--- src/rtl/tpu_mac_pkg.sv ---
// Shared constants and types for the TPU MAC memory unloader.
// Latency: n/a (types and constants only).
// Backpressure: n/a.
// Contents: default widths, unloader FSM state enum, saturation bounds for the default output width.
package tpu_mac_pkg;

    localparam int ADDR_W_DEF = 5;
    localparam int DATA_W_DEF = 16;
    localparam int OUT_W_DEF  = 8;

    // Clamp range of a signed OUT_W_DEF-bit output word
    localparam int SAT_MAX_DEF = (1 << (OUT_W_DEF - 1)) - 1;
    localparam int SAT_MIN_DEF = -(1 << (OUT_W_DEF - 1));

    typedef enum logic [1:0] {
        ST_IDLE  = 2'd0,
        ST_RUN   = 2'd1,
        ST_DRAIN = 2'd2,
        ST_DONE  = 2'd3
    } state_e;

endpackage

--- src/rtl/memory_unloader_if.sv ---
// Bundle of command, memory read port and output stream signals of the unloader.
// Latency: n/a (wiring only).
// Backpressure: out_valid/out_ready on the stream side; the memory port has no backpressure.
// Modports: master = the unloader, slave = the surrounding environment (command source, memory, sink).
interface memory_unloader_if import tpu_mac_pkg::*; #(
    parameter int ADDR_W = ADDR_W_DEF,
    parameter int DATA_W = DATA_W_DEF,
    parameter int OUT_W  = OUT_W_DEF
);
    // command / status
    logic                     start;
    logic [ADDR_W-1:0]        base_addr;
    logic [ADDR_W:0]          count;
    logic                     busy;
    logic                     done;
    // synchronous memory read port (1-cycle latency)
    logic                     rd_en;
    logic [ADDR_W-1:0]        rd_addr;
    logic signed [DATA_W-1:0] rd_data;
    // output stream
    logic signed [OUT_W-1:0]  port_out;
    logic                     out_valid;
    logic                     out_ready;

    modport master (
        input  start, base_addr, count, rd_data, out_ready,
        output busy, done, rd_en, rd_addr, port_out, out_valid
    );

    modport slave (
        output start, base_addr, count, rd_data, out_ready,
        input  busy, done, rd_en, rd_addr, port_out, out_valid
    );

endinterface

--- src/rtl/unload_skid_fifo.sv ---
// 2-entry registered FIFO that narrows DATA_W words to OUT_W on write.
// Latency: a pushed word is visible on dat_o/vld_o the cycle after the push.
// Backpressure: none internally; the caller must never push into a full FIFO without popping.
// Ports: clk, rst (sync, active-high), push_i/push_dat_i write side, pop_i read side,
//        vld_o/dat_o head of queue, occ_o occupancy (0..2).
// Config: MEM_UNLOADER_SAT_EN selects clamping instead of two's-complement truncation.
module unload_skid_fifo import tpu_mac_pkg::*; #(
    parameter int DATA_W = DATA_W_DEF,
    parameter int OUT_W  = OUT_W_DEF
) (
    input  logic                     clk,
    input  logic                     rst,
    input  logic                     push_i,
    input  logic signed [DATA_W-1:0] push_dat_i,
    input  logic                     pop_i,
    output logic                     vld_o,
    output logic signed [OUT_W-1:0]  dat_o,
    output logic [1:0]               occ_o
);

    logic signed [OUT_W-1:0] entry_q [2];
    logic                    wr_ptr_q;
    logic                    rd_ptr_q;
    logic [1:0]              occ_q;
    logic signed [OUT_W-1:0] narrow;

`ifdef MEM_UNLOADER_SAT_EN
    localparam int SAT_HI = (1 << (OUT_W - 1)) - 1;
    localparam int SAT_LO = -(1 << (OUT_W - 1));

    // Clamp on the write side so the head register already holds the final value
    always_comb begin
        narrow = push_dat_i[OUT_W-1:0];
        if (int'(push_dat_i) > SAT_HI) begin
            narrow = OUT_W'(SAT_HI);
        end else if (int'(push_dat_i) < SAT_LO) begin
            narrow = OUT_W'(SAT_LO);
        end
    end
`else
    logic unused_hi;

    assign narrow    = push_dat_i[OUT_W-1:0];
    assign unused_hi = ^push_dat_i[DATA_W-1:OUT_W];
`endif

    always_ff @(posedge clk) begin
        if (rst) begin
            entry_q[0] <= '0;
            entry_q[1] <= '0;
            wr_ptr_q   <= 1'b0;
            rd_ptr_q   <= 1'b0;
            occ_q      <= 2'd0;
        end else begin
            if (push_i) begin
                entry_q[wr_ptr_q] <= narrow;
                wr_ptr_q          <= ~wr_ptr_q;
            end
            if (pop_i) begin
                rd_ptr_q <= ~rd_ptr_q;
            end
            occ_q <= occ_q + {1'b0, push_i} - {1'b0, pop_i};
        end
    end

    // Head entry only moves on a pop, so the output is stable while stalled
    assign vld_o = (occ_q != 2'd0);
    assign dat_o = entry_q[rd_ptr_q];
    assign occ_o = occ_q;

endmodule

--- src/rtl/memory_unloader.sv ---
// Streams a wrapping address range out of a synchronous-read memory onto a narrow valid/ready port.
// Latency: first out_valid 3 edges after the start edge, then 1 word/cycle while out_ready=1.
// Backpressure: reads are throttled so FIFO occupancy plus reads in flight never exceeds 2.
// Ports: clk, rst (sync, active-high), bus (memory_unloader_if.master: command/status,
//        memory read port, output stream).
// Config: MEM_UNLOADER_SAT_EN (clamp instead of truncate) is handled inside unload_skid_fifo.
module memory_unloader import tpu_mac_pkg::*; #(
    parameter int ADDR_W = ADDR_W_DEF,
    parameter int DATA_W = DATA_W_DEF,
    parameter int OUT_W  = OUT_W_DEF
) (
    input  logic               clk,
    input  logic               rst,
    memory_unloader_if.master  bus
);

    localparam logic [ADDR_W-1:0] ADDR_ONE = 1;
    localparam logic [ADDR_W:0]   CNT_ONE  = 1;

    state_e                  state_q, state_d;
    logic [ADDR_W-1:0]       addr_q, addr_d;
    logic [ADDR_W:0]         remaining_q, remaining_d;
    logic                    inflight_q;

    logic                    hs;
    logic                    rd_go;
    logic [1:0]              occ;
    logic [2:0]              pending;
    logic                    fifo_vld;
    logic signed [OUT_W-1:0] fifo_dat;

    assign hs = fifo_vld && bus.out_ready;

    // Words already owed to the sink after this cycle's handshake; hs implies occ>=1, so no underflow
    assign pending = 3'(occ) + 3'(inflight_q) - 3'(hs);

    // Issue only while a slot is guaranteed when the data lands next cycle
    assign rd_go = (state_q == ST_RUN) && (pending < 3'd2);

    // ---------------- state register ----------------
    always_ff @(posedge clk) begin
        if (rst) begin
            state_q <= ST_IDLE;
        end else begin
            state_q <= state_d;
        end
    end

    // ---------------- next-state logic ----------------
    always_comb begin
        state_d = state_q;
        case (state_q)
            ST_IDLE: begin
                if (bus.start) begin
                    state_d = (bus.count == '0) ? ST_DONE : ST_RUN;
                end
            end
            ST_RUN: begin
                if (rd_go && (remaining_q == CNT_ONE)) begin
                    state_d = ST_DRAIN;
                end
            end
            ST_DRAIN: begin
                // Finish on the edge of the last handshake so done follows it directly
                if (pending == 3'd0) begin
                    state_d = ST_DONE;
                end
            end
            ST_DONE: begin
                state_d = ST_IDLE;
            end
            default: begin
                state_d = ST_IDLE;
            end
        endcase
    end

    // ---------------- output logic ----------------
    always_comb begin
        bus.busy    = (state_q != ST_IDLE);
        bus.done    = (state_q == ST_DONE);
        bus.rd_en   = rd_go;
        bus.rd_addr = addr_q;
    end

    // ---------------- read address / count datapath ----------------
    always_comb begin
        addr_d      = addr_q;
        remaining_d = remaining_q;
        if ((state_q == ST_IDLE) && bus.start) begin
            addr_d      = bus.base_addr;
            remaining_d = bus.count;
        end else if (rd_go) begin
            // Natural ADDR_W overflow gives the modulo-depth wrap
            addr_d      = addr_q + ADDR_ONE;
            remaining_d = remaining_q - CNT_ONE;
        end
    end

    always_ff @(posedge clk) begin
        if (rst) begin
            addr_q      <= '0;
            remaining_q <= '0;
            inflight_q  <= 1'b0;
        end else begin
            addr_q      <= addr_d;
            remaining_q <= remaining_d;
            inflight_q  <= rd_go;
        end
    end

    unload_skid_fifo #(
        .DATA_W (DATA_W),
        .OUT_W  (OUT_W)
    ) u_fifo (
        .clk        (clk),
        .rst        (rst),
        .push_i     (inflight_q),
        .push_dat_i (bus.rd_data),
        .pop_i      (hs),
        .vld_o      (fifo_vld),
        .dat_o      (fifo_dat),
        .occ_o      (occ)
    );

    assign bus.out_valid = fifo_vld;
    assign bus.port_out  = fifo_dat;

endmodule

--- src/flat_wrapper.sv ---
// flat-port wrapper written by rule: the top's interface ports become plain ports
module memory_unloader_flat import tpu_mac_pkg::*;
#(
    parameter int ADDR_W = ADDR_W_DEF,
    parameter int DATA_W = DATA_W_DEF,
    parameter int OUT_W  = OUT_W_DEF
)
  (clk, rst, bus_start, bus_base_addr, bus_count, bus_rd_data, bus_out_ready, bus_busy, bus_done, bus_rd_en, bus_rd_addr, bus_port_out, bus_out_valid);
  memory_unloader_if #(.ADDR_W(ADDR_W), .DATA_W(DATA_W), .OUT_W(OUT_W)) bus_i ();
  input  logic clk;
  input  logic rst;
  input wire logic [$bits(bus_i.start)-1:0] bus_start;
  input wire logic [$bits(bus_i.base_addr)-1:0] bus_base_addr;
  input wire logic [$bits(bus_i.count)-1:0] bus_count;
  input wire logic [$bits(bus_i.rd_data)-1:0] bus_rd_data;
  input wire logic [$bits(bus_i.out_ready)-1:0] bus_out_ready;
  output wire logic [$bits(bus_i.busy)-1:0] bus_busy;
  output wire logic [$bits(bus_i.done)-1:0] bus_done;
  output wire logic [$bits(bus_i.rd_en)-1:0] bus_rd_en;
  output wire logic [$bits(bus_i.rd_addr)-1:0] bus_rd_addr;
  output wire logic [$bits(bus_i.port_out)-1:0] bus_port_out;
  output wire logic [$bits(bus_i.out_valid)-1:0] bus_out_valid;
  assign bus_i.start = bus_start;
  assign bus_i.base_addr = bus_base_addr;
  assign bus_i.count = bus_count;
  assign bus_i.rd_data = bus_rd_data;
  assign bus_i.out_ready = bus_out_ready;
  assign bus_busy = bus_i.busy;
  assign bus_done = bus_i.done;
  assign bus_rd_en = bus_i.rd_en;
  assign bus_rd_addr = bus_i.rd_addr;
  assign bus_port_out = bus_i.port_out;
  assign bus_out_valid = bus_i.out_valid;
  memory_unloader #(.ADDR_W(ADDR_W), .DATA_W(DATA_W), .OUT_W(OUT_W)) u_core (.clk(clk), .rst(rst), .bus(bus_i));
endmodule
--- config.mk ---
export PLATFORM = sky130hd
export DESIGN_NAME = memory_unloader_flat
export DESIGN_NICKNAME = d
export VERILOG_FILES = /design/src/rtl/tpu_mac_pkg.sv /design/src/rtl/memory_unloader_if.sv /design/src/rtl/unload_skid_fifo.sv /design/src/rtl/memory_unloader.sv /design/src/flat_wrapper.sv
export SDC_FILE = /design/constraint.sdc
export NUM_CORES = 1
export LEC_CHECK = 0
export ABC_AREA = 1
export CORE_UTILIZATION = 45
export CTS_CLUSTER_DIAMETER = 150
export DETAILED_ROUTE_END_ITERATION = 8
export PLACE_DENSITY = 0.73
export SYNTH_ARGS = -nofsm -noshare
export SYNTH_HDL_FRONTEND = slang
export SYNTH_HIERARCHICAL = 1
export SYNTH_SLANG_ARGS = --single-unit
--- constraint.sdc ---
create_clock -name clk -period 4.6 [get_ports clk]
set_input_delay 0.46 -clock clk [delete_from_list [all_inputs] [get_ports clk]]
set_output_delay 0.46 -clock clk [all_outputs]
set_load 0.005 [all_outputs]
Yosys cells after proc, flatten, opt, wreduce, memory -nomap -nowiden

Memories as Yosys holds them, arrays and structs flattened. A register that Yosys moved wholly into a read port is not among the register bits.
Cells that the tools add are included.

Magnitude comparators: 1
Add/subtract/negate cells: 6
Multiplexer cells: 19
Multipliers: 0
Reductions and logical operators: 12
Equal/unequal tests: 7
Div/mod/pow operators: 0
Bitwise operators: 2
Shift operators: 0

Operator list:

| operator              | count |
|---|---|
| $mux W6               | 2 |
| $mux W5               | 2 |
| $mux W1               | 9 |
| $mux W2               | 4 |
| $mux W8               | 1 |
| $pmux W2 S4           | 1 |
| $reduce_or A8 Y1      | 1 |
| $eq A6 B1 Y1 const B  | 1 |
| $logic_not A6 Y1      | 1 |
| $reduce_bool A2 Y1    | 3 |
| $sub A6 B1 Y6 const B | 1 |
| $add A5 B1 Y5 const B | 1 |
| $eq A2 B2 Y1 const B  | 2 |
| $logic_and A1 B1 Y1   | 4 |
| $ne A2 B2 Y1 const B  | 2 |
| $add A2 B1 Y3         | 1 |
| $logic_not A3 Y1      | 1 |
| $lt A3 B2 Y1 const B  | 1 |
| $reduce_and A3 Y1     | 1 |
| $sub A3 B1 Y3         | 1 |
| $add A2 B1 Y2         | 1 |
| $eq A2 B1 Y1 const B  | 1 |
| $logic_not A2 Y1      | 1 |
| $ne A2 B1 Y1 const B  | 1 |
| other kinds (2)       | 3 |

Register bits after elaboration: 18
Latch bits: 0
Bits in read-only memories: 0
Memory bits (writable): 16
Logic and storage cells: 55
Output and inout port bits: 17
Memories: 1
Input port bits: 31

Memories:

| name                  | depth | width | read ports | clocked after Yosys merged registers in | wr ports | RTL line               | RTL |
|---|---|---|---|---|---|---|---|
| u_core.u_fifo.entry_q | 2     | 8     | 1          | 1                                       | 2        | unload_skid_fifo.sv:21 | `logic signed [OUT_W-1:0] entry_q [2];` |

Depth between registers and ports, before layout

Gate-level depths: netlist of the first run.

Depth after elaboration: 8
Mapped depth: 19
Gate-level depth less buffers: 19

By module

Netlist of the first run, hierarchy kept.

Modules (own cells, without submodules):

| module           | seq. area each (um^2) | area an instance (um^2) | times used | cells an instance |
|---|---|---|---|---|
| memory_unloader  | 280.3                 | 1074.8                  | 1          | 156 |
| unload_skid_fifo | 580.6                 | 940.9                   | 1          | 81 |

Worst setup path after synthesis of the first run

Ideal clock, no wire load.

Path kind: register -> output
Start point: register u_core.u_fifo.occ_q[1] (netlist: u_core/u_fifo/occ_o[1])
End point: output bus_rd_en
Setup slack: 2.137 ns
Data required time: 4.140 ns
Arrival: 2.003 ns
Buffers on the path: 0
Stages on the path, launching flop included: 14
Cells stage by stage: dfxtp_1 > inv_1 > nand2_1 > nand2_1 > inv_1 > ha_1 > inv_1 > ha_1 > inv_1 > fa_1 > nand2_2 > nor2_4 > nand2_2 > inv_1

Cells in the longest elaborated chain, start to end: 5
Elaborated cells on any way between the ends: 6
Those cells by class: add/sub: 2; order compare: 1; reduce/logical: 3

Ends and longest elaborated chain:

| what                   | RTL line               | RTL |
|---|---|---|
| start, declared        | unload_skid_fifo.sv:24 | `logic [1:0] occ_q;` |
| start signal, assigned | unload_skid_fifo.sv:62 | `occ_q <= occ_q + {1'b0, push_i} - {1'b0, pop_i};` |
| $reduce_bool A2 Y1     | unload_skid_fifo.sv:67 | `assign vld_o = (occ_q != 2'd0);` |
| net bus_out_valid      | flat_wrapper.sv:22     | `output wire logic [$bits(bus_i.out_valid)-1:0] bus_out_valid;` |
| $logic_and A1 B1 Y1    | memory_unloader.sv:32  | `assign hs = fifo_vld && bus.out_ready;` |
| net u_core.hs          | memory_unloader.sv:25  | `logic hs;` |
| $sub A3 B1 Y3          | memory_unloader.sv:35  | `assign pending = 3'(occ) + 3'(inflight_q) - 3'(hs);` |
| $lt A3 B2 Y1           | memory_unloader.sv:38  | `assign rd_go = (state_q == ST_RUN) && (pending < 3'd2);` |
| $logic_and A1 B1 Y1    | memory_unloader.sv:38  |  |
| end, declared          | flat_wrapper.sv:19     | `output wire logic [$bits(bus_i.rd_en)-1:0] bus_rd_en;` |

The timed path passes the listed nets, and every way through them passes these cells.

Final worst setup path of the first run

Start point: input bus_out_ready
End point: output bus_rd_en

Cells in the longest elaborated chain, start to end: 4

Ends and longest elaborated chain:

| what                | RTL line              | RTL |
|---|---|---|
| start, declared     | flat_wrapper.sv:16    | `input wire logic [$bits(bus_i.out_ready)-1:0] bus_out_ready;` |
| $logic_and A1 B1 Y1 | memory_unloader.sv:32 |  |
| net u_core.hs       | memory_unloader.sv:25 |  |
| $sub A3 B1 Y3       | memory_unloader.sv:35 |  |
| $lt A3 B2 Y1        | memory_unloader.sv:38 |  |
| $logic_and A1 B1 Y1 | memory_unloader.sv:38 |  |

The timed path passes the listed nets, and every way through them passes these cells.

==> run metrics, run 1 <==
port buffer count 39; reg2reg start u_core/u_fifo/occ_o[1]$_SDFF_PP0_; # resized after CTS 0; # hold bufs at CTS 0; Crit Path Category in2out; Yosys reg bits 35; Synth warnings 6; Setup TNS 0 ns; Avg Cell Area, Syn 8.505 sq um; commonest non-fill, non-tap cell in the layout nor2_1; final hold vios 0; Post-Route WL approximately 3900 um; largest net degree at the start of global routing 14; DR WL met3 156 um; worst slack, placed 1.189 ns; crit-path cells clkdlybuf4s50_1 > nand2_1 > inv_1 > ha_1 > inv_1 > ha_1 > inv_1 > fa_1 > nand2_2 > nor2_4 > nand2_2 > inv_1 > clkdlybuf4s50_1; Final Non-Filler Cells 332; H-tree depth 2; Core ar. ~4100 sq um; Cell Area, Synth 2016 sq um; Final setup viols 0; routed wl met2 roughly 2000 um; worst-skew pair later-pin latency 0.28 ns; die width just under 70 um; I/O Pins 48; max_cap viols 0; most frequent CP cell inv_1; Residual DRC 0; Clk pin slew, worst setup/hold paths around 0.07 ns; P_leak roughly 1.2 nW; slew margin rel. 0.6326; max layer used met4; fmax 0.2930 GHz; number of antenna violations at the first check in global routing 0; fillers 377; fin nets 325; Syn Inst Count 237; CP max stage delay 0.52 ns; total gr overflow 0; Multi-input gate area 974.7 sq um; vias in the first global route 1,489; Vias around 1,600; vias per cell 4.771; WL/cell 11.70 um; cts bufs inserted 5; most frequent cells in the layout 50 x nor2_1, 40 x inv_1, 39 x clkdlybuf4s50_1; WP data required 4.14 ns; Die Y-Extent roughly 69 um; Crit path arrival time about 3.0 ns; Critical Path Fanout Max 4; Die ar. 4751 sq um; RSZ-0062 raised after global routing no; final count of pins violating max slew 0; Hold WC Path Type reg2reg; slowest CP cell fa_1; worst path buffer plus inverter count 6; Tightest Pin Transition 0.5498 ns; Post-Route Skew 0.008243 ns; first-pass GRT wire length 6099 um; TritonCTS clock tree built; worst hold start u_core/remaining_q[4]$_SDFFE_PP0P_; drt initial violations 66; Worst IR Drop VDD ~360 uV; Post-DP HPWL 2922 um; syn_nets 281; clk sink count 35; cell area power density 541.3 nW/um^2; DRT Pass-1 Iters 4; family with the most delay on the worst path buffers and inverters; GPL Wtd Cong 0.7633; met1 WL around 1700 um; Starting Density 0.4864; nature of the critical path endpoint primary output; Final Cycle Share 0.7419; sequential fraction of the synthesis area 0.4271; Min Hold Slack 0.5027 ns; row count 23; GRT Overall Usage 0.1788; setup bufs post-CTS 0; fin worst setup slack ~1.2 ns; layout cells sized above 1 0.1348; antenna cell count 0; Syn-to-layout area delta 25.70%; Tmin final around 3.4 ns; Cell variety after synth 29; crit path from bus_out_ready; clk root buf clkbuf_8; total placed cells including tap cells 324; Final Power around 0.0014 W; status completed; Clock Tree Buf Depth 2; CP Launch Type primary input; Final ANT Viol Nets 0; FF/Latch Area roughly 860 sq um
Yosys cell counts, drive strengths merged:
cell type / number / area share
nor2: 52 / 0.10
inv: 43 / 0.080
nand2: 42 / 0.088
dfxtp: 19 / 0.19
edfxtp: 16 / 0.24
ha: 12 / 0.074
nand3: 10 / 0.036
mux2: 8 / 0.060
a21oi: 7 / 0.019
o21ai: 7 / 0.019
nor3: 5 / 0.025
xnor2: 4 / 0.017
nand4: 3 / 0.0093
xor2: 3 / 0.013
buf: 2 / 0.0093
fa: 1 / 0.0099
nand3b: 1 / 0.0037
o21bai: 1 / 0.0037
or2: 1 / 0.0031
worst min-delay path: stages (launching register included):
cell and delay (ns):
dfxtp_1 0.34, nand2_1 0.07, a21oi_1 0.05
per-stage QoR:
step	utilization	instance area, sq um
floorplan	-	2016
global placement	0.5912	2450
detailed placement	0.5912	2450
CTS	0.6114	2534
global route	0.6114	2534
finish	0.6114	2534
metal layers:
metal,vias up,global-route usage
li1,827,-
met1,722,0.1913
met2,30,0.3398
met3,5,0.03947
met4,0,0.06122
met5,-,0
cell families after synthesis:
| group | after synthesis | synth area share |
|---|---|---|
| buf+inv | 45 | 0.08938 |
| fa+ha+maj | 13 | 0.08442 |
| flops | 35 | 0.4271 |
| simple gates | 114 | 0.2669 |
| compound gates | 15 | 0.04221 |
| mux | 8 | 0.05959 |
| xor+xnor | 7 | 0.03042 |
power by group:
group | total (W) | leakage [nW] | internal [W] | switching, W
registers | 0.000476 | 0.322 | 0.000404 | 0.0000726
logic | 0.000684 | 0.806 | 0.000318 | 0.000366
clock network | 0.000211 | 0.0477 | 0.000103 | 0.000108
worst paths after layout:
path / slack [ns] / to / cells after the start
setup / recovery: 1.19 / bus_rd_en / 13
setup reg to reg: 2.01 / u_core/bus.rd_addr[2]$_SDFFE_PP0P_ / 16
hold / removal: 0.50 / u_core/remaining_q[4]$_SDFFE_PP0P_ / 2
hold reg to reg: 0.50 / u_core/remaining_q[4]$_SDFFE_PP0P_ / 2
layout make-up:
class | instances | share of cell area
clock inverters | 3 | 0.005926
inverters | 43 | 0.06370
repair buffers | 39 | 0.1541
multi-input cells | 157 | 0.3847
clock buffers | 5 | 0.02716
flip-flops and latches | 35 | 0.3398
well taps | 50 | 0.02469
registers in the layout, summed over array words and instances (netlist names), named ones only:
name and flops:
u_core/u_fifo/rd_ptr_q 1, u_core/remaining_q 6, u_core/bus.rd_addr 5, u_core/state_q 2, u_core/inflight_q 1, u_core/u_fifo/wr_ptr_q 1, u_core/u_fifo/entry_q 16, u_core/u_fifo/occ_o 2
Note: power is estimated with default switching activity, not from simulation.
==> run 2: changes to the inputs <==
--- a/config.mk
+++ b/config.mk
@@ -9,7 +9,7 @@
 export CORE_UTILIZATION = 45
 export CTS_CLUSTER_DIAMETER = 150
 export DETAILED_ROUTE_END_ITERATION = 8
-export PLACE_DENSITY = 0.73
+export PLACE_DENSITY = 0.76
 export SYNTH_ARGS = -nofsm -noshare
 export SYNTH_HDL_FRONTEND = slang
 export SYNTH_HIERARCHICAL = 1
==> constraint.sdc (replaced) <==
create_clock -name clk -period 3 [get_ports clk]
set_input_delay 0.3 -clock clk [delete_from_list [all_inputs] [get_ports clk]]
set_output_delay 0.3 -clock clk [all_outputs]
set_load 0.005 [all_outputs]
==> run metrics, run 2 (synthesis gave the netlist of run 1 again) <==
Syn-to-layout area delta 30.29%; Area after DPL approximately 2500 sq um; fin nets 330; GRT Overall Usage 0.1914; Critical Path Fanout Max 2; crit-path cells inv_1 > nand2_1 > nand2_1 > inv_1 > ha_1 > inv_1 > ha_1 > inv_1 > fa_1 > nand2_2 > nor2_4 > nand2_2 > inv_1 > dlygate4sd2_1; WP data required 2.70 ns; DRT Pass-1 Iters 4; # hold bufs at CTS 0; vias per cell between 4 and 5; largest net degree at the start of global routing 14; Tmin final 2.771 ns; status completed; Min Hold Slack 0.5058 ns; Residual DRC 0; total gr overflow 0; layout cells sized above 1 0.1533; commonest non-fill, non-tap cell in the layout nor2_1; drt initial violations 57; Hold WC Path Type reg2reg; Final Cycle Share 0.9236; cts bufs inserted 5; nature of the critical path endpoint primary output; vias in the first global route between 1,000 and 1,500; port buffer count 39; Final ANT Viol Nets 0; Core ar. between 4000 and 5000 sq um; Tightest Pin Transition about 0.55 ns; CP Launch Type flip-flop; GPL Wtd Cong a little under 0.9; post-route cell area 2626 sq um; slew margin rel. 0.6350; Crit Path Category reg2out; WL/cell 11.56 um; Final setup viols 0; RSZ-0062 raised after global routing no; worst-skew pair later-pin latency 0.29 ns; clk root buf clkbuf_8; most frequent CP cell inv_1; Clk pin slew, worst setup/hold paths 0.07 ns; die width 68.93 um; Worst IR Drop VDD 463.8 uV; fmax 0.3609 GHz; met1 WL 1758 um; Die Y-Extent 68.93 um; most frequent cells in the layout 50 x nor2_1, 40 x inv_1, 38 x clkdlybuf4s50_1; row count 23; cell area power density 888.1 nW/um^2; Final Power 0.002333 W; I/O Pins 48; Post-Route WL 3896 um; clk sink count 35; Clock Tree Buf Depth 2; final hold vios 0; Starting Density 0.4864; Top reg by flops u_core/u_fifo/entry_q; Largest register FFs 16; Setup TNS 0 ns; final count of pins violating max slew 0; first-pass GRT wire length approximately 6500 um; Die ar. about 4800 sq um; routed wl met2 1921 um; Post-DP HPWL 2742 um; Crit path arrival time 2.47 ns; CP max stage delay 0.56 ns; Vias 1,604; H-tree depth 2; DR WL met3 157 um; slowest CP cell fa_1; Post-Route Skew 0.003392 ns; max layer used met4; max_cap viols 0; TritonCTS clock tree built; number of antenna violations at the first check in global routing 0; P_leak approximately 1.2 nW; antenna cell count 0
==> run 2: through the flow <==
step	instances	setup WS, ns	util
finish	337	0.2293	0.6338
global route	337	0.01322	0.6338
global placement	328	0.1105	0.5984
floorplan	237	0.6773	-
detailed placement	328	0.1063	0.5984
CTS	337	0.2246	0.6338
==> run 2: metal layers <==
| layer | global-route usage | up-vias |
|---|---|---|
| li1 | - | 840 |
| met1 | 0.2386 | 729 |
| met2 | 0.3167 | 27 |
| met3 | 0.04934 | 8 |
| met4 | 0.06888 | 0 |
| met5 | 0 | - |
==> run 2: worst paths after layout <==
check / endpoint / slack [ns] / startpoint / cells after the start
worst max-delay path: bus_rd_en / 0.23 / u_core/u_fifo/occ_o[1]$_SDFF_PP0_ / 14
worst min-delay path: u_core/remaining_q[4]$_SDFFE_PP0P_ / 0.51 / u_core/remaining_q[4]$_SDFFE_PP0P_ / 2
worst min register to register: u_core/remaining_q[4]$_SDFFE_PP0P_ / 0.51 / u_core/remaining_q[4]$_SDFFE_PP0P_ / 2
worst max register to register: u_core/bus.rd_addr[1]$_SDFFE_PP0P_ / 0.49 / u_core/u_fifo/occ_o[1]$_SDFF_PP0_ / 17
==> run 2: worst max-delay path, delay by kind of cell (launching register included) <==
family,cells,cell delay [ns]
flip-flops,1,0.34
AND/OR/NAND/NOR,5,0.36
buffers and inverters,6,0.51
adder cells (fa/ha/maj),3,0.96
==> run 2: where the power goes <==
part | total [W] | switching (W) | leakage, nW | internal, W
logic | 0.00110 | 0.000574 | 0.835 | 0.000525
clock network | 0.000508 | 0.000177 | 0.0644 | 0.000331
registers | 0.000725 | 0.000103 | 0.323 | 0.000621
total | 0.00233 | 0.000854 | 1.22 | 0.00148
==> run 2: repair_timing <==
item                                    in CTS  in global routing
gates resized for setup                      3                  0
setup buffers                                1                  0
endpoints found under the setup margin       1                  0
==> run 2: final cells by class <==
cell class,count,area [sq um]
timing repair buffer,44,426.7
sequential,35,864.6
clock inverter,3,67.56
clock buffer,5,68.82
inverter,43,161.4
fill,358,1518
tap,50,62.56
multi-input combinational,157,974.7
